## src/rtl/crypto_core_unit.sv

```systemverilog
// crypto_core_unit: iterative add/rotate/xor block cipher responder.
// Operand, key and mode are latched by Load_data. start_execute_crypto runs
// ROUNDS rounds, one per clock, and fin_crypto reports completion. Store_data
// copies the internal result to data_out so the memory write path can pick it up.
module crypto_core_unit #(
    parameter int DATA_W = 16,
    parameter int ROUNDS = 8,
    parameter int ROT    = 3
) (
    input  logic              clk,
    input  logic              rst,
    input  logic              Load_data,
    input  logic              start_crypt,
    input  logic              start_decrypt,
    input  logic              start_execute_crypto,
    input  logic              Store_data,
    input  logic [DATA_W-1:0] data_in,
    input  logic [DATA_W-1:0] key_in,
    output logic              fin_crypto,
    output logic              busy,
    output logic [DATA_W-1:0] data_out
);

    // Round index width: ROUNDS is at most 255, so eight bits always suffice.
    localparam int CNT_W = 8;
    localparam logic [CNT_W-1:0] LAST_IDX = CNT_W'(ROUNDS - 1);

    typedef enum logic [1:0] {
        IDLE   = 2'd0,
        LOADED = 2'd1,
        RUN    = 2'd2,
        DONE   = 2'd3
    } state_t;

    state_t             state_q,    state_d;
    logic [DATA_W-1:0]  data_q,     data_d;
    logic [DATA_W-1:0]  key_q,      key_d;
    logic [CNT_W-1:0]   idx_q,      idx_d;
    logic               dec_q,      dec_d;
    logic               busy_q,     busy_d;
    logic               fin_q,      fin_d;
    logic [DATA_W-1:0]  data_out_q, data_out_d;

    logic [DATA_W-1:0]  round_key;
    logic [DATA_W-1:0]  enc_next;
    logic [DATA_W-1:0]  dec_next;
    logic               last_round;

    // Rotate left by amt (0..DATA_W-1): the upper half of the doubled word
    // shifted left is exactly the rotated value.
    function automatic logic [DATA_W-1:0] rotl(input logic [DATA_W-1:0] x,
                                               input int amt);
        logic [2*DATA_W-1:0] t;
        t = {x, x} << amt;
        return t[2*DATA_W-1:DATA_W];
    endfunction

    // Rotate right by amt (0..DATA_W-1): lower half of the doubled word shifted right.
    function automatic logic [DATA_W-1:0] rotr(input logic [DATA_W-1:0] x,
                                               input int amt);
        logic [2*DATA_W-1:0] t;
        t = {x, x} >> amt;
        return t[DATA_W-1:0];
    endfunction

    // Round key: the key rotated left by the round index modulo the word width.
    function automatic logic [DATA_W-1:0] rk_of(input logic [DATA_W-1:0] key,
                                                input logic [CNT_W-1:0]  idx);
        int amt;
        amt = int'({{(32-CNT_W){1'b0}}, idx}) % DATA_W;
        return rotl(key, amt);
    endfunction

    // Forward round: modular add, fixed rotate, xor with the same round key.
    function automatic logic [DATA_W-1:0] enc_round(input logic [DATA_W-1:0] d,
                                                    input logic [DATA_W-1:0] rk);
        logic [DATA_W-1:0] s;
        s = d + rk;
        return rotl(s, ROT) ^ rk;
    endfunction

    // Inverse round: undo the xor, undo the rotate, undo the modular add.
    function automatic logic [DATA_W-1:0] dec_round(input logic [DATA_W-1:0] d,
                                                    input logic [DATA_W-1:0] rk);
        logic [DATA_W-1:0] r;
        r = rotr(d ^ rk, ROT);
        return r - rk;
    endfunction

    // Round datapath: both directions are evaluated, the mode picks one.
    always_comb begin
        round_key  = rk_of(key_q, idx_q);
        enc_next   = enc_round(data_q, round_key);
        dec_next   = dec_round(data_q, round_key);
        // Decrypt walks the round keys backwards, so it ends at index 0.
        last_round = dec_q ? (idx_q == '0) : (idx_q == LAST_IDX);
    end

    // Next-state and next-output logic for the control sequence.
    always_comb begin
        state_d    = state_q;
        data_d     = data_q;
        key_d      = key_q;
        idx_d      = idx_q;
        dec_d      = dec_q;
        busy_d     = busy_q;
        fin_d      = fin_q;
        data_out_d = data_out_q;

        case (state_q)
            RUN: begin
                // Every control input is ignored here so a round cannot be corrupted.
                data_d = dec_q ? dec_next : enc_next;
                if (last_round) begin
                    state_d = DONE;
                    busy_d  = 1'b0;
                    fin_d   = 1'b1;
                end else begin
                    idx_d = dec_q ? (idx_q - CNT_W'(1)) : (idx_q + CNT_W'(1));
                end
            end
            default: begin
                if (Load_data) begin
                    // A load always wins over an execute arriving on the same edge.
                    data_d  = data_in;
                    key_d   = key_in;
                    dec_d   = start_decrypt & ~start_crypt;
                    state_d = LOADED;
                    fin_d   = 1'b0;
                end else if ((state_q == LOADED) && start_execute_crypto) begin
                    state_d = RUN;
                    busy_d  = 1'b1;
                    fin_d   = 1'b0;
                    idx_d   = dec_q ? LAST_IDX : '0;
                end
                if (Store_data) begin
                    data_out_d = data_q;
                end
            end
        endcase
    end

    // State, datapath and output registers; reset discards any partial result.
    always_ff @(posedge clk or posedge rst) begin
        if (rst) begin
            state_q    <= IDLE;
            data_q     <= '0;
            key_q      <= '0;
            idx_q      <= '0;
            dec_q      <= 1'b0;
            busy_q     <= 1'b0;
            fin_q      <= 1'b0;
            data_out_q <= '0;
        end else begin
            state_q    <= state_d;
            data_q     <= data_d;
            key_q      <= key_d;
            idx_q      <= idx_d;
            dec_q      <= dec_d;
            busy_q     <= busy_d;
            fin_q      <= fin_d;
            data_out_q <= data_out_d;
        end
    end

    assign fin_crypto = fin_q;
    assign busy       = busy_q;
    assign data_out   = data_out_q;

endmodule

```

## config.mk

```make
export PLATFORM = sky130hd
export DESIGN_NAME = crypto_core_unit
export DESIGN_NICKNAME = d
export VERILOG_FILES = /design/src/rtl/crypto_core_unit.sv
export SDC_FILE = /design/constraint.sdc
export NUM_CORES = 1
export LEC_CHECK = 0
export BUFFER_PORTS_ARGS = -buffer_cell sky130_fd_sc_hd__clkbuf_2
export CORE_MARGIN = 2
export CORE_UTILIZATION = 54
export DETAILED_ROUTE_END_ITERATION = 7
export PLACE_DENSITY_LB_ADDON = 0.05
export SLEW_MARGIN = 30
export SYNTH_ARGS = -nofsm -noshare
export SYNTH_HDL_FRONTEND = slang
export SYNTH_SLANG_ARGS = --single-unit
```

## constraint.sdc

```tcl
create_clock -name clk -period 4.6 [get_ports clk]
set_input_delay 0.23 -clock clk [delete_from_list [all_inputs] [get_ports clk]]
set_output_delay 0.23 -clock clk [all_outputs]
set_load 0.01 [all_outputs]
```

======== Word-level counts from Yosys, hierarchy flattened ========
Index checks and enable logic that the tools add are counted.
operators by class
  bitwise gates (word level) .............. 5
  eq/ne operators ......................... 6
  div/mod/pow operators ................... 0
  shifts and indexed selects .............. 1
  multipliers ............................. 0
  add/sub/neg operators ................... 4
  reduce and logical (&&, ||, !) cells .... 10
  mux-type cells .......................... 22
  magnitude comparators ................... 0
operator list
  cell                                                    number
  2-to-1 mux 16 bit                                       3
  2-to-1 mux 8 bit                                        5
  << shifter 32 x 4 -> 32 bit                             1
  XOR 16 bit                                              2
  adder 16 bit                                            1
  subtractor 16 bit                                       1
  2-to-1 mux 1 bit                                        9
  adder 8 x 1 -> 8 bit (second input constant)            1
  equality test 8 x 3 -> 1 bit (second input constant)    1
  zero test 8 bit                                         1
  2-to-1 mux 2 bit                                        4
  subtractor 8 x 1 -> 8 bit (second input constant)       1
  AND reduction 2 bit                                     3
  AND reduction 3 bit                                     2
  inequality test 2 bit (second input constant)           2
  nonzero test 2 bit                                      2
  2-to-1 mux 3 bit                                        1
  nonzero test 3 bit                                      1
  equality test 2 x 1 -> 1 bit (second input constant)    1
  equality test 2 bit (second input constant)             1
  inequality test 2 x 1 -> 1 bit (second input constant)  1
  NOT 1 bit                                               2
  bitwise AND 1 bit                                       1
  logical AND 1 bit                                       1
word-level totals
  bits in read-only memories .............. 0
  flip-flop bits (word level) ............. 61
  RAM bits ................................ 0
  logic and storage cells ................. 56
  output and inout bits ................... 18
  memories kept ........................... 0
  bits of input ports ..................... 39
  bits in latches ......................... 0

======== Depth between registers and ports, before layout ========
Gate-level depths: netlist (run 1).
  depth after elaboration ................. 5
  depth in mapped cells ................... 21
  mapped depth without buffers ............ 17

======== Worst setup path before layout (run 1) ========
No wires, ideal clock.
  path kind ............................... flip-flop to flip-flop
  from .................................... reg idx_q[3]
  to ...................................... reg data_q[14]
  setup time .............................. 141 ps
  path buffers ............................ 3
  period minus slack after synthesis ...... 4706 ps
  cell stages (with the launch flop) ...... 20
  arrival ................................. 4565 ps
  required time ........................... 4459 ps
  setup slack ............................. -106 ps
  cells stage by stage .................... dfrtp_1 -> buf_6 -> buf_12 -> mux4_2 -> mux4_2 -> ha_1 -> clkbuf_1 -> inv_1 -> o32a_1 -> o31ai_1 -> nor2_1 -> ha_1 -> o221ai_1 -> a21oi_1 -> o311ai_1 -> nor3_1 -> or3_1 -> a21oi_1 -> xor2_1 -> a31oi_1
on the way
  longest elaborated chain between the ends .. 5
  elaborated cells between the ends (all ways) .. 7
  classes of those cells .................. add/sub (2); shift (1); mux (2); bitwise (2)
RTL lines
  item                                             RTL line  RTL
  start, declared                                  38        logic [CNT_W-1:0] idx_q, idx_d;
  start signal, assigned                           158       idx_q <= idx_d;
  << shifter 32 x 4 -> 32 bit *                    54        t = {x, x} << amt;
  adder 16 bit or XOR 16 bit (tied branches)       78, 86
  XOR 16 bit or subtractor 16 bit (tied branches)  79, 87
  2-to-1 mux 16 bit *                              113       data_d = dec_q ? dec_next : enc_next;
  2-to-1 mux 16 bit *                              110       case (state_q)
  end signal, assigned                             156       data_q <= data_d;
  end, declared                                    36        logic [DATA_W-1:0] data_q, data_d;
Every way passes the cells marked *; elsewhere a longest branch is shown, timed or not.
A chain may end at the register's enable or synchronous reset.

======== Worst setup path after layout (run 1) ========
  from .................................... reg idx_q[3]
  to ...................................... reg data_q[1]
Same word-level chain as after synthesis.

==> out/qor.txt, run 1 <==
LOGIC SYNTHESIS
------------------------------------------------------------------------------------------------------
Number of standard cells after synthesis ................................................          570
Post-Syn Area per Cell ..................................................................  9.639 sq um
Synth warnings ..........................................................................            0
Sequential fraction of the synthesis area ...............................................       27.78%
Top post-synthesis cells by area ........................................................ dfrtp_1 (28%), mux2_2 (10%), ha_1 (6.4%)
Yosys reg bits ..........................................................................           61
Net Count, Synth ........................................................................          639
Area share of the largest cell type after synthesis .....................................       27.78%
Post-Syn Area ...........................................................................   5494 sq um
Ys flop type ............................................................................      dfrtp_1
Library cells used by synthesis .........................................................           68
Most area-hungry cell type in the Yosys netlist .........................................      dfrtp_1
Async S/R FF share, synth ...............................................................       100.0%
Number of flops mapped to enable cells by yosys .........................................            0

CELLS AND AREA
------------------------------------------------------------------------------------------------------
# fillers ...............................................................................          858
Diodes inserted .........................................................................            0
Layout Area Growth over Synthesis .......................................................       16.28%
Fraction of final layout cells sized beyond drive strength 1 ............................       32.26%
Net count of the finished layout ........................................................          719

FLOORPLAN
------------------------------------------------------------------------------------------------------
Floorplan Core Area .....................................................................   9819 sq um
X dimension of the die ..................................................................     104.9 um
Die Height ..............................................................................     104.9 um
Top Ports ...............................................................................           57
Die area ................................................................................  11000 sq um
Std cell rows ...........................................................................           36
Initial cell density of the core ........................................................       55.95%

SETUP PATH
------------------------------------------------------------------------------------------------------
Max incr delay on CP ....................................................................      0.54 ns
Cells traversed along the worst timing path ............................................. buf_12, mux4_2, buf_4, mux4_2, ha_1, fa_1, a21o_1, a21oi_2, o21bai_1, a21o_1, a21o_1, a21oi_1, o31a_1, o21ai_0, a21oi_1, mux2i_1, nor2_1
Highest net fanout along the worst path .................................................           12
Reg2Reg Launch Point ....................................................................     idx_q[3]
FF-to-FF path depth .....................................................................           17
Setup Crit Path Kind ....................................................................      reg2reg
Data required time at the worst endpoint ................................................      4.84 ns
Worst EP arrival ........................................................................      4.69 ns
Kind of end point of the critical path ..................................................     register
First element of the critical path ......................................................     idx_q[3]
Most common cell type on the critical path ..............................................       a21o_1
R2r setup slk ...........................................................................      0.14 ns
Endpoint of the worst-slack reg-to-reg timing path ......................................    data_q[1]
Nature of the critical path startpoint ..................................................     register
Worst-path cell with the longest stage delay ............................................       mux4_2
Capturing instance or port of the critical path .........................................    data_q[1]

CLOCK TREE
------------------------------------------------------------------------------------------------------
Source-to-sink clock delay at the later pin of the worst-skew pair ......................      0.36 ns
Clk Tree Root Cell ......................................................................     clkbuf_8
Hold buffer count at CTS ................................................................            0
Htree depth .............................................................................            3
Number of buffers created by CTS ........................................................            9
TritonCTS Sinks .........................................................................           61
Clock tree from TritonCTS ...............................................................          yes
Clock transition at the register clock pins on the worst setup and hold paths after CTS .      0.07 ns
Bufs on Longest Clock Path ..............................................................            2

ROUTE
------------------------------------------------------------------------------------------------------
Final routed wire length divided by cell count ..........................................     18.19 um
Number of DRC violations after detailed routing .........................................            0
Number of nets with antenna violations after routing ....................................            0
Mean number of vias per cell ............................................................        5.922
Sum of routed wire length over all layers ...............................................     14320 um
Initial DRC count .......................................................................          204
Number of iterations in the first detailed-routing pass .................................            5
Number of vias in the routed layout .....................................................         4661

GLOBAL ROUTE
------------------------------------------------------------------------------------------------------
Total congestion overflow after global routing ..........................................            0
Maximum number of pins on one net before global-route repair ............................           62
Number of global-route vias before repair ...............................................         4645
First-pass GRT wire length ..............................................................     23010 um
Number of antenna violations at the first check in global routing .......................            0
Combined global-route utilization of all metal layers ...................................       26.61%

PLACED DESIGN
------------------------------------------------------------------------------------------------------
Global placer's final weighted congestion ...............................................       0.9927
Number of port buffers ..................................................................           56
HPWL reported at the end of detailed placement ..........................................     10750 um

STA
------------------------------------------------------------------------------------------------------
Final cycle utilization of the critical path ............................................       96.86%
Max Fclk ................................................................................   0.2244 GHz
Final Critical Period ...................................................................     4.456 ns
Final hold slack ........................................................................   0.07362 ns
Measured slew at the worst slew-check pin ...............................................    0.7853 ns
Setup clock skew after layout ...........................................................  0.007439 ns
Fin. max-slew vios ......................................................................            0
Post-Route Setup TNS ....................................................................         0 ns
Final setup fails .......................................................................            0
Hold Fails Final Rpt ....................................................................            0
Worst rel slew slack ....................................................................       47.65%

STATUS
------------------------------------------------------------------------------------------------------
Status ..................................................................................    completed

JOB
------------------------------------------------------------------------------------------------------
Max-cap violations ......................................................................            0

WORST HOLD PATH
------------------------------------------------------------------------------------------------------
Worst hold path class ...................................................................     in2async

[through the flow]
step / util, % / setup WS, ns / cells / instance area, sq um
floorplan: - / 0.06151 / 570 / 5503
global placement: 61.91 / 0.1139 / 764 / 6080
detailed placement: 61.91 / -0.002769 / 764 / 6080
CTS: 63.62 / 0.04216 / 779 / 6247
global route: 65.06 / -0.03799 / 787 / 6389
finish: 65.06 / 0.1443 / 787 / 6389
[how the worst min path moves through the flow]
stage / from / endpoint / slack (ns) / cells past startpoint
finish: rst / idx_q[7] / 0.07 / 3
global route: key_in[2] / key_q[2] / 0.09 / 2
CTS: key_in[9] / key_q[9] / 0.08 / 2
detailed placement: key_in[9] / key_q[9] / 0.47 / 2
global placement: key_in[14] / key_q[14] / 0.46 / 2
floorplan: start_decrypt / dec_q / 0.38 / 2
[area by class of cell]
type	instances	area, sq um	share of cell area [%]
inverter	32	120.1	1.880
sequential	61	1529	23.93
tap	133	166.4	2.605
multi-input combinational	444	3751	58.72
timing repair buffer	102	655.6	10.26
clock buffer	11	141.4	2.213
clock inverter	4	25.02	0.3917
[placed cells by master, fill, tap and decap left out, types with 26 or more instances in the layout]
cell      count
a21oi_1      38
buf_4        44
clkbuf_2     56
dfrtp_1      59
ha_1         26
inv_1        26
mux2_2       50
nand2_1      57
nor2_1       29
o21ai_0      37
xnor2_1      40
[worst max-delay path: cells and delay by family (launching register included)]
family	cells	cell delay [ns]
compound gates	9	1.70
fa+ha+maj	2	0.65
buf+inv	2	0.30
flops	1	0.39
mux	3	1.21
simple gates	1	0.07
[cells in the mapped netlist (3+ instances only)]
| cell | number |
|---|---|
| dfrtp_1 | 61 |
| nand2_1 | 57 |
| mux2_2 | 50 |
| xnor2_1 | 40 |
| a21oi_1 | 39 |
| o21ai_0 | 38 |
| nor2_1 | 29 |
| ha_1 | 28 |
| inv_1 | 27 |
| clkbuf_1 | 21 |
| mux2i_1 | 20 |
| mux4_2 | 14 |
| a21o_1 | 10 |
| xor2_1 | 8 |
| a31oi_1 | 7 |
| nor3_1 | 7 |
| a211oi_1 | 6 |
| nand3_1 | 6 |
| o21bai_1 | 6 |
| o31ai_1 | 6 |
| mux2i_4 | 5 |
| mux4_1 | 5 |
| nand2b_1 | 5 |
| buf_1 | 4 |
| inv_2 | 4 |
| o21ai_1 | 4 |
| buf_2 | 3 |
| maj3_1 | 3 |
| nor2b_1 | 3 |
| o211ai_1 | 3 |
[registers in the layout (all words and copies together) (netlist names)]
name and flops:
idx_q 8, dec_q 1, busy 1, state_q 2, data_q 16, fin_crypto 1, key_q 16, data_out 16
[kinds of logic after synthesis]
logic type,count (synthesis),share of synthesized area [%]
AOI/OAI and AO/OA,144,17.08
and+or+nand+nor,122,9.884
muxes,95,24.32
buffers and inverters,65,5.215
DFF,61,27.78
xor gates and xnor gates,48,7.652
adders and majority gates,35,8.062
[metal layers]
layer	global-route usage, %	up-vias	part of all wire [%]
li1	-	2241	-
met1	32.43	2244	41
met2	45.69	138	51
met3	4.055	38	4.1
met4	13.33	0	3.5
met5	0	-	0
[timing repair]
item / in CTS / in global routing
cloned: 0 / 1
pin swaps: 0 / 8
setup buffers: 0 / 7
endpoints found under the setup margin: 1 / 6
gates resized for setup: 1 / 12
Power of run 1 is not shown: default switching activity piles up to over one toggle a cycle in this logic, so the estimate is an artifact.
==> run 2: changes to the inputs <==
==> constraint.sdc (replaced) <==
create_clock -name clk -period 4.33 [get_ports clk]
set_input_delay 0.2165 -clock clk [delete_from_list [all_inputs] [get_ports clk]]
set_output_delay 0.2165 -clock clk [all_outputs]
set_load 0.01 [all_outputs]
==> out/qor.txt, run 2 (synthesis gave the netlist of run 1 again) <==
STATUS
------------------------------------------------------------------------------------------------------
Status ..................................................................................    completed

GLOBAL ROUTE
------------------------------------------------------------------------------------------------------
First-pass GRT wire length ..............................................................     23940 um   +4.0%
Met1 GRT Util ...........................................................................       33.85%   +1.4 points
Global-route track usage on met2 ........................................................       47.87%   +2.2 points
Busiest layer in global routing .........................................................         met2
Number of antenna violations at the first check in global routing .......................            0   unchanged
Number of global-route vias before repair ...............................................         4782   +2.9%
GRT met3 Usage ..........................................................................       5.552%   +1.5 points
Total congestion overflow after global routing ..........................................            0   unchanged
Combined global-route utilization of all metal layers ...................................       27.79%   +1.2 points
Maximum number of pins on one net before global-route repair ............................           62   unchanged

ROUTE
------------------------------------------------------------------------------------------------------
Number of nets with antenna violations after routing ....................................            0   unchanged
Final routed wire length divided by cell count ..........................................     18.32 um   +0.71%
Mean number of vias per cell ............................................................        5.846   -1.3%
Number of DRC violations after detailed routing .........................................            0   unchanged
Initial DRC count .......................................................................          191   -6.4%
Sum of routed wire length over all layers ...............................................     14860 um   +3.8%
Number of iterations in the first detailed-routing pass .................................            4   -1
Number of vias in the routed layout .....................................................         4741   +1.7%

JOB
------------------------------------------------------------------------------------------------------
Max-cap violations ......................................................................            0   unchanged

CLOCK TREE
------------------------------------------------------------------------------------------------------
Clk Tree Root Cell ......................................................................     clkbuf_8
TritonCTS Sinks .........................................................................           61   unchanged
Htree depth .............................................................................            3   unchanged
Bufs on Longest Clock Path ..............................................................            2   unchanged
Clock tree from TritonCTS ...............................................................          yes
Clock transition at the register clock pins on the worst setup and hold paths after CTS .      0.08 ns   about the same
Source-to-sink clock delay at the later pin of the worst-skew pair ......................      0.36 ns   about the same
Hold buffer count at CTS ................................................................            0   unchanged
Number of buffers created by CTS ........................................................            9   unchanged

STA
------------------------------------------------------------------------------------------------------
Setup clock skew after layout ...........................................................   0.01117 ns   +0.003726 ns
Measured slew at the worst slew-check pin ...............................................    0.8024 ns   +0.01714 ns
Final hold slack ........................................................................   0.06894 ns   -0.004677 ns
Final setup fails .......................................................................            0   unchanged
Hold Fails Final Rpt ....................................................................            0   unchanged
Fin. max-slew vios ......................................................................            0   unchanged
Final cycle utilization of the critical path ............................................       97.59%   +0.73 points
Unrepaired setup endpoints after global routing .........................................          yes
Max Fclk ................................................................................   0.2366 GHz   +5.4%
Final Critical Period ...................................................................     4.226 ns   -0.2300 ns
Worst rel slew slack ....................................................................       46.37%   -1.3 points

FLOORPLAN
------------------------------------------------------------------------------------------------------
Top Ports ...............................................................................           57   unchanged
Std cell rows ...........................................................................           36   unchanged
Initial cell density of the core ........................................................       55.95%   unchanged
X dimension of the die ..................................................................     104.9 um   unchanged
Die area ................................................................................  11000 sq um   unchanged
Floorplan Core Area .....................................................................   9819 sq um   unchanged
Die Height ..............................................................................     104.9 um   unchanged

CELLS AND AREA
------------------------------------------------------------------------------------------------------
Most common library cell in the layout ignoring fill and taps ...........................        buf_4
Fraction of final layout cells sized beyond drive strength 1 ............................       36.43%   +4.2 points
Leading cell types in the layout, fill and taps excluded ................................ buf_4 (66), dfrtp_1 (60), nand2_1 (57), clkbuf_2 (56), mux2_2 (50)
Net count of the finished layout ........................................................          742   +3.2%
Layout Area Growth over Synthesis .......................................................       22.23%
Diodes inserted .........................................................................            0   unchanged

SETUP PATH
------------------------------------------------------------------------------------------------------
Reg2Reg Launch Point ....................................................................     idx_q[3]
FF-to-FF path depth .....................................................................           18   +1
Cells traversed along the worst timing path ............................................. buf_12, buf_4, buf_4, mux4_2, mux4_2, ha_2, fa_1, a21o_1, a21oi_2, o21bai_1, a21o_1, a21o_1, a21oi_2, o31a_1, o21ai_1, a21oi_1, mux2i_1, nor2_1
Setup Crit Path Kind ....................................................................      reg2reg
Worst-path cell with the longest stage delay ............................................       mux4_2
R2r setup slk ...........................................................................      0.10 ns   -0.04 ns
Endpoint of the worst-slack reg-to-reg timing path ......................................    data_q[1]
Kind of end point of the critical path ..................................................     register
Highest net fanout along the worst path .................................................            7   -5
Nature of the critical path startpoint ..................................................     register
Most common cell type on the critical path ..............................................       a21o_1
Data required time at the worst endpoint ................................................      4.56 ns   -0.28 ns
Max incr delay on CP ....................................................................      0.54 ns   about the same
Worst EP arrival ........................................................................      4.46 ns   -0.23 ns

PLACED DESIGN
------------------------------------------------------------------------------------------------------
Number of port buffers ..................................................................           56   unchanged
HPWL reported at the end of detailed placement ..........................................     11280 um   +4.9%
Global placer's final weighted congestion ...............................................       0.9215   -7.2%

WORST HOLD PATH
------------------------------------------------------------------------------------------------------
Worst hold path class ...................................................................     in2async

run 2: cell types whose count changed in the layout (fill, tap and decap cells not counted), moves of 2 or more:
cell and delta:
clkinv_2 -2, a21oi_2 +4, o21ai_1 +2, a31oi_4 +2, a21oi_1 -5, inv_1 -2, o21ai_0 -2, bufinv_16 +3
buf_4 +22, clkinv_4 +3
run 2: area by class of cell:
cell class | instances | area (sq um)
Tap cell | 133 | 166.4
Clock buffer | 9 | 123.9
Clock inverter | 7 | 123.9
Timing Repair Buffer | 125 | 840.8
Multi-Input combinational cell | 444 | 3810
Fill cell | 857 | 3104
Inverter | 32 | 122.6
Sequential cell | 61 | 1528
run 2: how the worst max path moves through the flow:
stage | startpoint | to | slack, ns
after floorplan | idx_q[3] | data_q[14] | -0.005
after global placement | idx_q[3] | data_q[0] | 0.05
after detailed placement | idx_q[3] | data_q[0] | -0.11
after CTS | idx_q[3] | data_q[0] | 0.001
after global routing | idx_q[3] | data_q[14] | -0.03
final | idx_q[3] | data_q[1] | 0.10
run 2: timing repair:
item,CTS,global route
cloned,0,1
setup buffers,0,7
pin swaps,3,13
hold endpoints to repair,0,0
setup endpoints to repair,2,10
resized for setup,2,21
run 2: stage by stage:
| step | cell area, sq um | cells | setup slack, ns | TNS (ns) | util [%] |
|---|---|---|---|---|---|
| detailed placement | 6297 | 787 | -0.1109 | -0.1109 | 64.13 |
| finish | 6715 | 811 | 0.1043 | 0 | 68.39 |
| floorplan | 5544 | 570 | -0.005104 | -0.005104 | - |
| global placement | 6297 | 787 | 0.05440 | 0 | 64.13 |
| global route | 6715 | 811 | -0.03474 | -0.09404 | 68.39 |
| CTS | 6549 | 803 | 0.001391 | 0 | 66.69 |
run 2: worst max-delay path, delay by kind of cell (launching register included):
kind / cells / cell delay, ns
mux: 3 / 1.07
buf+inv: 3 / 0.41
fa+ha+maj: 2 / 0.61
simple gates: 1 / 0.07
flops: 1 / 0.43
compound gates: 9 / 1.52
run 2: routing by layer:
metal / vias to the layer above / routed length, um
met5: - / 0
met4: 0 / 483
met3: 35 / 698
met2: 137 / 7593
met1: 2275 / 6083
li1: 2294 / -
Power of run 2 is left out for the same reason.
==> run 3: changes to the inputs <==
--- a/config.mk
+++ b/config.mk
@@ -5,6 +5,7 @@
 export SDC_FILE = /design/constraint.sdc
 export NUM_CORES = 1
 export LEC_CHECK = 0
+export ABC_AREA = 1
 export BUFFER_PORTS_ARGS = -buffer_cell sky130_fd_sc_hd__clkbuf_2
 export CORE_MARGIN = 2
 export CORE_UTILIZATION = 54
==> out/qor.txt, run 3 <==
STATUS
------------------------------------------------------------------------------------------------------
Status ..................................................................................    completed

LOGIC SYNTHESIS
------------------------------------------------------------------------------------------------------
Number of flops mapped to enable cells by yosys .........................................            0   unchanged
Post-Syn Area ...........................................................................   5772 sq um   +5.1%
Share of synthesized cell area in full adder, half adder and majority cells .............       6.763%   -1.3 points
Compound-gate portion of the synthesized area ...........................................       11.58%   -5.5 points
Area share of the largest cell type after synthesis .....................................       26.45%   -1.3 points
Async S/R FF share, synth ...............................................................       100.0%   unchanged
Share of synthesized area spent on multiplexers .........................................       1.951%   -22 points
Top post-synthesis cells by area ........................................................ dfrtp_1 (26%), nand2_1 (14%), nand3_1 (10%)
Simple logic cell fraction of the synthesized area ......................................       40.52%   +31 points
Number of standard cells after synthesis ................................................          839   +47%
Most area-hungry cell type in the Yosys netlist .........................................      dfrtp_1
Most instantiated cells after synthesis ................................................. nand2_1 (210), nand3_1 (115), inv_1 (80)
Library cells used by synthesis .........................................................           50   -26%
Sequential fraction of the synthesis area ...............................................       26.45%   -1.3 points
Synth warnings ..........................................................................            0   unchanged
Yosys reg bits ..........................................................................           61   unchanged
Fraction of synthesized cell area in xor and xnor cells .................................       3.772%   -3.9 points
Post-Syn Area per Cell ..................................................................  6.879 sq um   -29%
Net Count, Synth ........................................................................          908   +42%
Combinational family with the most area after synthesis ................................. simple AND/OR/NAND/NOR gates
Ys flop type ............................................................................      dfrtp_1
Leading cell type by number of instances after synthesis ................................      nand2_1

CLOCK TREE
------------------------------------------------------------------------------------------------------
Setup fix buffers added after clock tree synthesis ......................................            0   unchanged
Clock transition at the register clock pins on the worst setup and hold paths after CTS .      0.07 ns   about the same
Source-to-sink clock delay at the later pin of the worst-skew pair ......................      0.37 ns   about the same
Clk Tree Root Cell ......................................................................     clkbuf_8
Clock tree from TritonCTS ...............................................................          yes
Htree depth .............................................................................            3   unchanged
Number of buffers created by CTS ........................................................            9   unchanged
Bufs on Longest Clock Path ..............................................................            2   unchanged
TritonCTS Sinks .........................................................................           61   unchanged

PLACED DESIGN
------------------------------------------------------------------------------------------------------
Number of port buffers ..................................................................           56   unchanged
HPWL reported at the end of detailed placement ..........................................     13810 um   +22%
Global placer's final weighted congestion ...............................................        1.003   +8.8%
Number of cells in the design after placement ...........................................         1014   +29%
Worst setup slack before clock tree synthesis ...........................................    0.6086 ns   +0.7196 ns

STA
------------------------------------------------------------------------------------------------------
Final setup fails .......................................................................            0   unchanged
Final Critical Period ...................................................................     3.773 ns   -0.4526 ns
Measured slew at the worst slew-check pin ...............................................    0.8511 ns   +0.04861 ns
Final cycle utilization of the critical path ............................................       87.14%   -10 points
Worst rel slew slack ....................................................................       43.26%   -3.1 points
Fin. max-slew vios ......................................................................            0   unchanged
Setup clock skew after layout ...........................................................   0.01540 ns   +0.004231 ns
Post-Route Setup TNS ....................................................................         0 ns   unchanged
Final hold slack ........................................................................   0.04310 ns   -0.02584 ns
Crit path setup slack, layout ...........................................................    0.5569 ns   +0.4526 ns
Max Fclk ................................................................................   0.2650 GHz   +12%
Hold Fails Final Rpt ....................................................................            0   unchanged
Unrepaired setup endpoints after global routing .........................................           no

GLOBAL ROUTE
------------------------------------------------------------------------------------------------------
Number of global-route vias before repair ...............................................         5565   +16%
Maximum number of pins on one net before global-route repair ............................           48   -23%
Combined global-route utilization of all metal layers ...................................       31.88%   +4.1 points
Number of antenna violations at the first check in global routing .......................            0   unchanged
First-pass GRT wire length ..............................................................     28510 um   +19%
Total congestion overflow after global routing ..........................................            0   unchanged

SETUP PATH
------------------------------------------------------------------------------------------------------
Kind of end point of the critical path ..................................................     register
FF-to-FF path depth .....................................................................           20   +2
R2r setup slk ...........................................................................      0.56 ns   +0.45 ns
Data required time at the worst endpoint ................................................      4.57 ns   about the same
Reg2Reg Launch Point ....................................................................     idx_q[0]
Endpoint of the worst-slack reg-to-reg timing path ......................................    data_q[2]
Worst EP arrival ........................................................................      4.02 ns   -0.44 ns
Nature of the critical path startpoint ..................................................     register
Highest net fanout along the worst path .................................................           13   +6
Setup Crit Path Kind ....................................................................      reg2reg
Capturing instance or port of the critical path .........................................    data_q[2]
First element of the critical path ......................................................     idx_q[0]

CELLS AND AREA
------------------------------------------------------------------------------------------------------
Layout Area Growth over Synthesis .......................................................       10.04%
Most common library cell in the layout ignoring fill and taps ...........................      nand2_1
Fraction of final layout cells sized beyond drive strength 1 ............................       21.12%   -15 points
Leading cell types in the layout, fill and taps excluded ................................ nand2_1 (210), nand3_1 (115), inv_1 (79), dfrtp_1 (61)
Net count of the finished layout ........................................................          959   +29%
Final Non-Filler Cells ..................................................................         1031   +27%
Diodes inserted .........................................................................            0   unchanged
# fillers ...............................................................................          975   +14%

FLOORPLAN
------------------------------------------------------------------------------------------------------
Die area ................................................................................  11530 sq um   +4.9%
Initial cell density of the core ........................................................       55.66%   -0.29 points
Std cell rows ...........................................................................           37   +2.8%
Floorplan Core Area .....................................................................  10370 sq um   +5.6%
X dimension of the die ..................................................................     107.4 um   +2.4%
Top Ports ...............................................................................           57   unchanged
Die Height ..............................................................................     107.4 um   +2.4%

ROUTE
------------------------------------------------------------------------------------------------------
Sum of routed wire length over all layers ...............................................     17340 um   +17%
Number of DRC violations after detailed routing .........................................            0   unchanged
Initial DRC count .......................................................................          560   +190%
Number of vias in the routed layout .....................................................         5847   +23%
Number of iterations in the first detailed-routing pass .................................            6   +2
Mean number of vias per cell ............................................................        5.671   -3.0%
Number of nets with antenna violations after routing ....................................            0   unchanged
Final routed wire length divided by cell count ..........................................     16.82 um   -8.2%

JOB
------------------------------------------------------------------------------------------------------
Max-cap violations ......................................................................            0   unchanged

WORST HOLD PATH
------------------------------------------------------------------------------------------------------
Worst hold path class ...................................................................       in2reg

run 3: per-stage QoR:
stage | area, sq um | util, %
6_report | 6351 | 61.25
2_1_floorplan | 5772 | -
5_1_grt | 6351 | 61.25
3_3_place_gp | 6126 | 59.07
3_5_place_dp | 6126 | 59.07
4_1_cts | 6347 | 61.21
run 3: final cells by class:
type                            count  area (sq um)  area share, %
Clock buffer                       13         168.9          2.660
Clock inverter                      3         42.54         0.6698
Inverter                           89         339.1          5.339
Multi-Input combinational cell    661          3731          58.75
Sequential cell                    61          1526          24.03
Tap cell                          136         170.2          2.679
Timing Repair Buffer               68         372.9          5.871
run 3: layer usage:
layer | GRT usage (%) | share of wire, % | vias up
met1 | 47.09 | 48 | 2679
met2 | 47.56 | 42 | 271
met5 | 0 | 0 | -
li1 | - | - | 2863
met4 | 9.249 | 2.2 | 0
met3 | 5.811 | 8.0 | 34
run 3: cell families (layout without fill, tap and decap cells):
logic type / after synthesis / count (layout)
AO/OA/AOI/OAI: 120 / 120
XOR/XNOR: 24 / 24
adder cells (fa/ha/maj): 30 / 30
buffers and inverters: 117 / 173
flip-flops: 61 / 61
multiplexers: 10 / 10
AND/OR/NAND/NOR: 477 / 477
run 3: worst min path at each step:
stage,startpoint,endpoint,cells past startpoint,slack [ns]
floorplan,key_in[15],key_q[15],2,0.33
global placement,rst,data_out[11],2,0.18
detailed placement,rst,data_out[14],2,0.20
CTS,key_in[12],key_q[12],3,0.04
global route,key_in[12],key_q[12],3,0.06
finish,key_in[10],key_q[10],3,0.04
run 3: critical path, cell delays in order (launching register included):
cell and delay [ns]:
dfrtp_1 0.49, buf_4 0.23, nand2_1 0.10, nand3_1 0.11, nand3_1 0.12, nand2_1 0.08, o21ai_0 0.37, inv_1 0.19
ha_1 0.48, nand2_1 0.11, nor2_1 0.14, nand3_1 0.09, nand3_1 0.17, nand3_1 0.10, o211ai_1 0.15, a21boi_0 0.20
xnor2_1 0.16, nand2_1 0.07, nand3_1 0.13, nand2_1 0.09, o21ai_1 0.06
run 3: timing repair:
item                                    in CTS  in global routing
hold buffers                                 1                  0
gates resized for setup                      0                  0
hold endpoints to repair                    14                  0
endpoints found under the setup margin       0                  0
Power of run 3 is left out for the same reason.
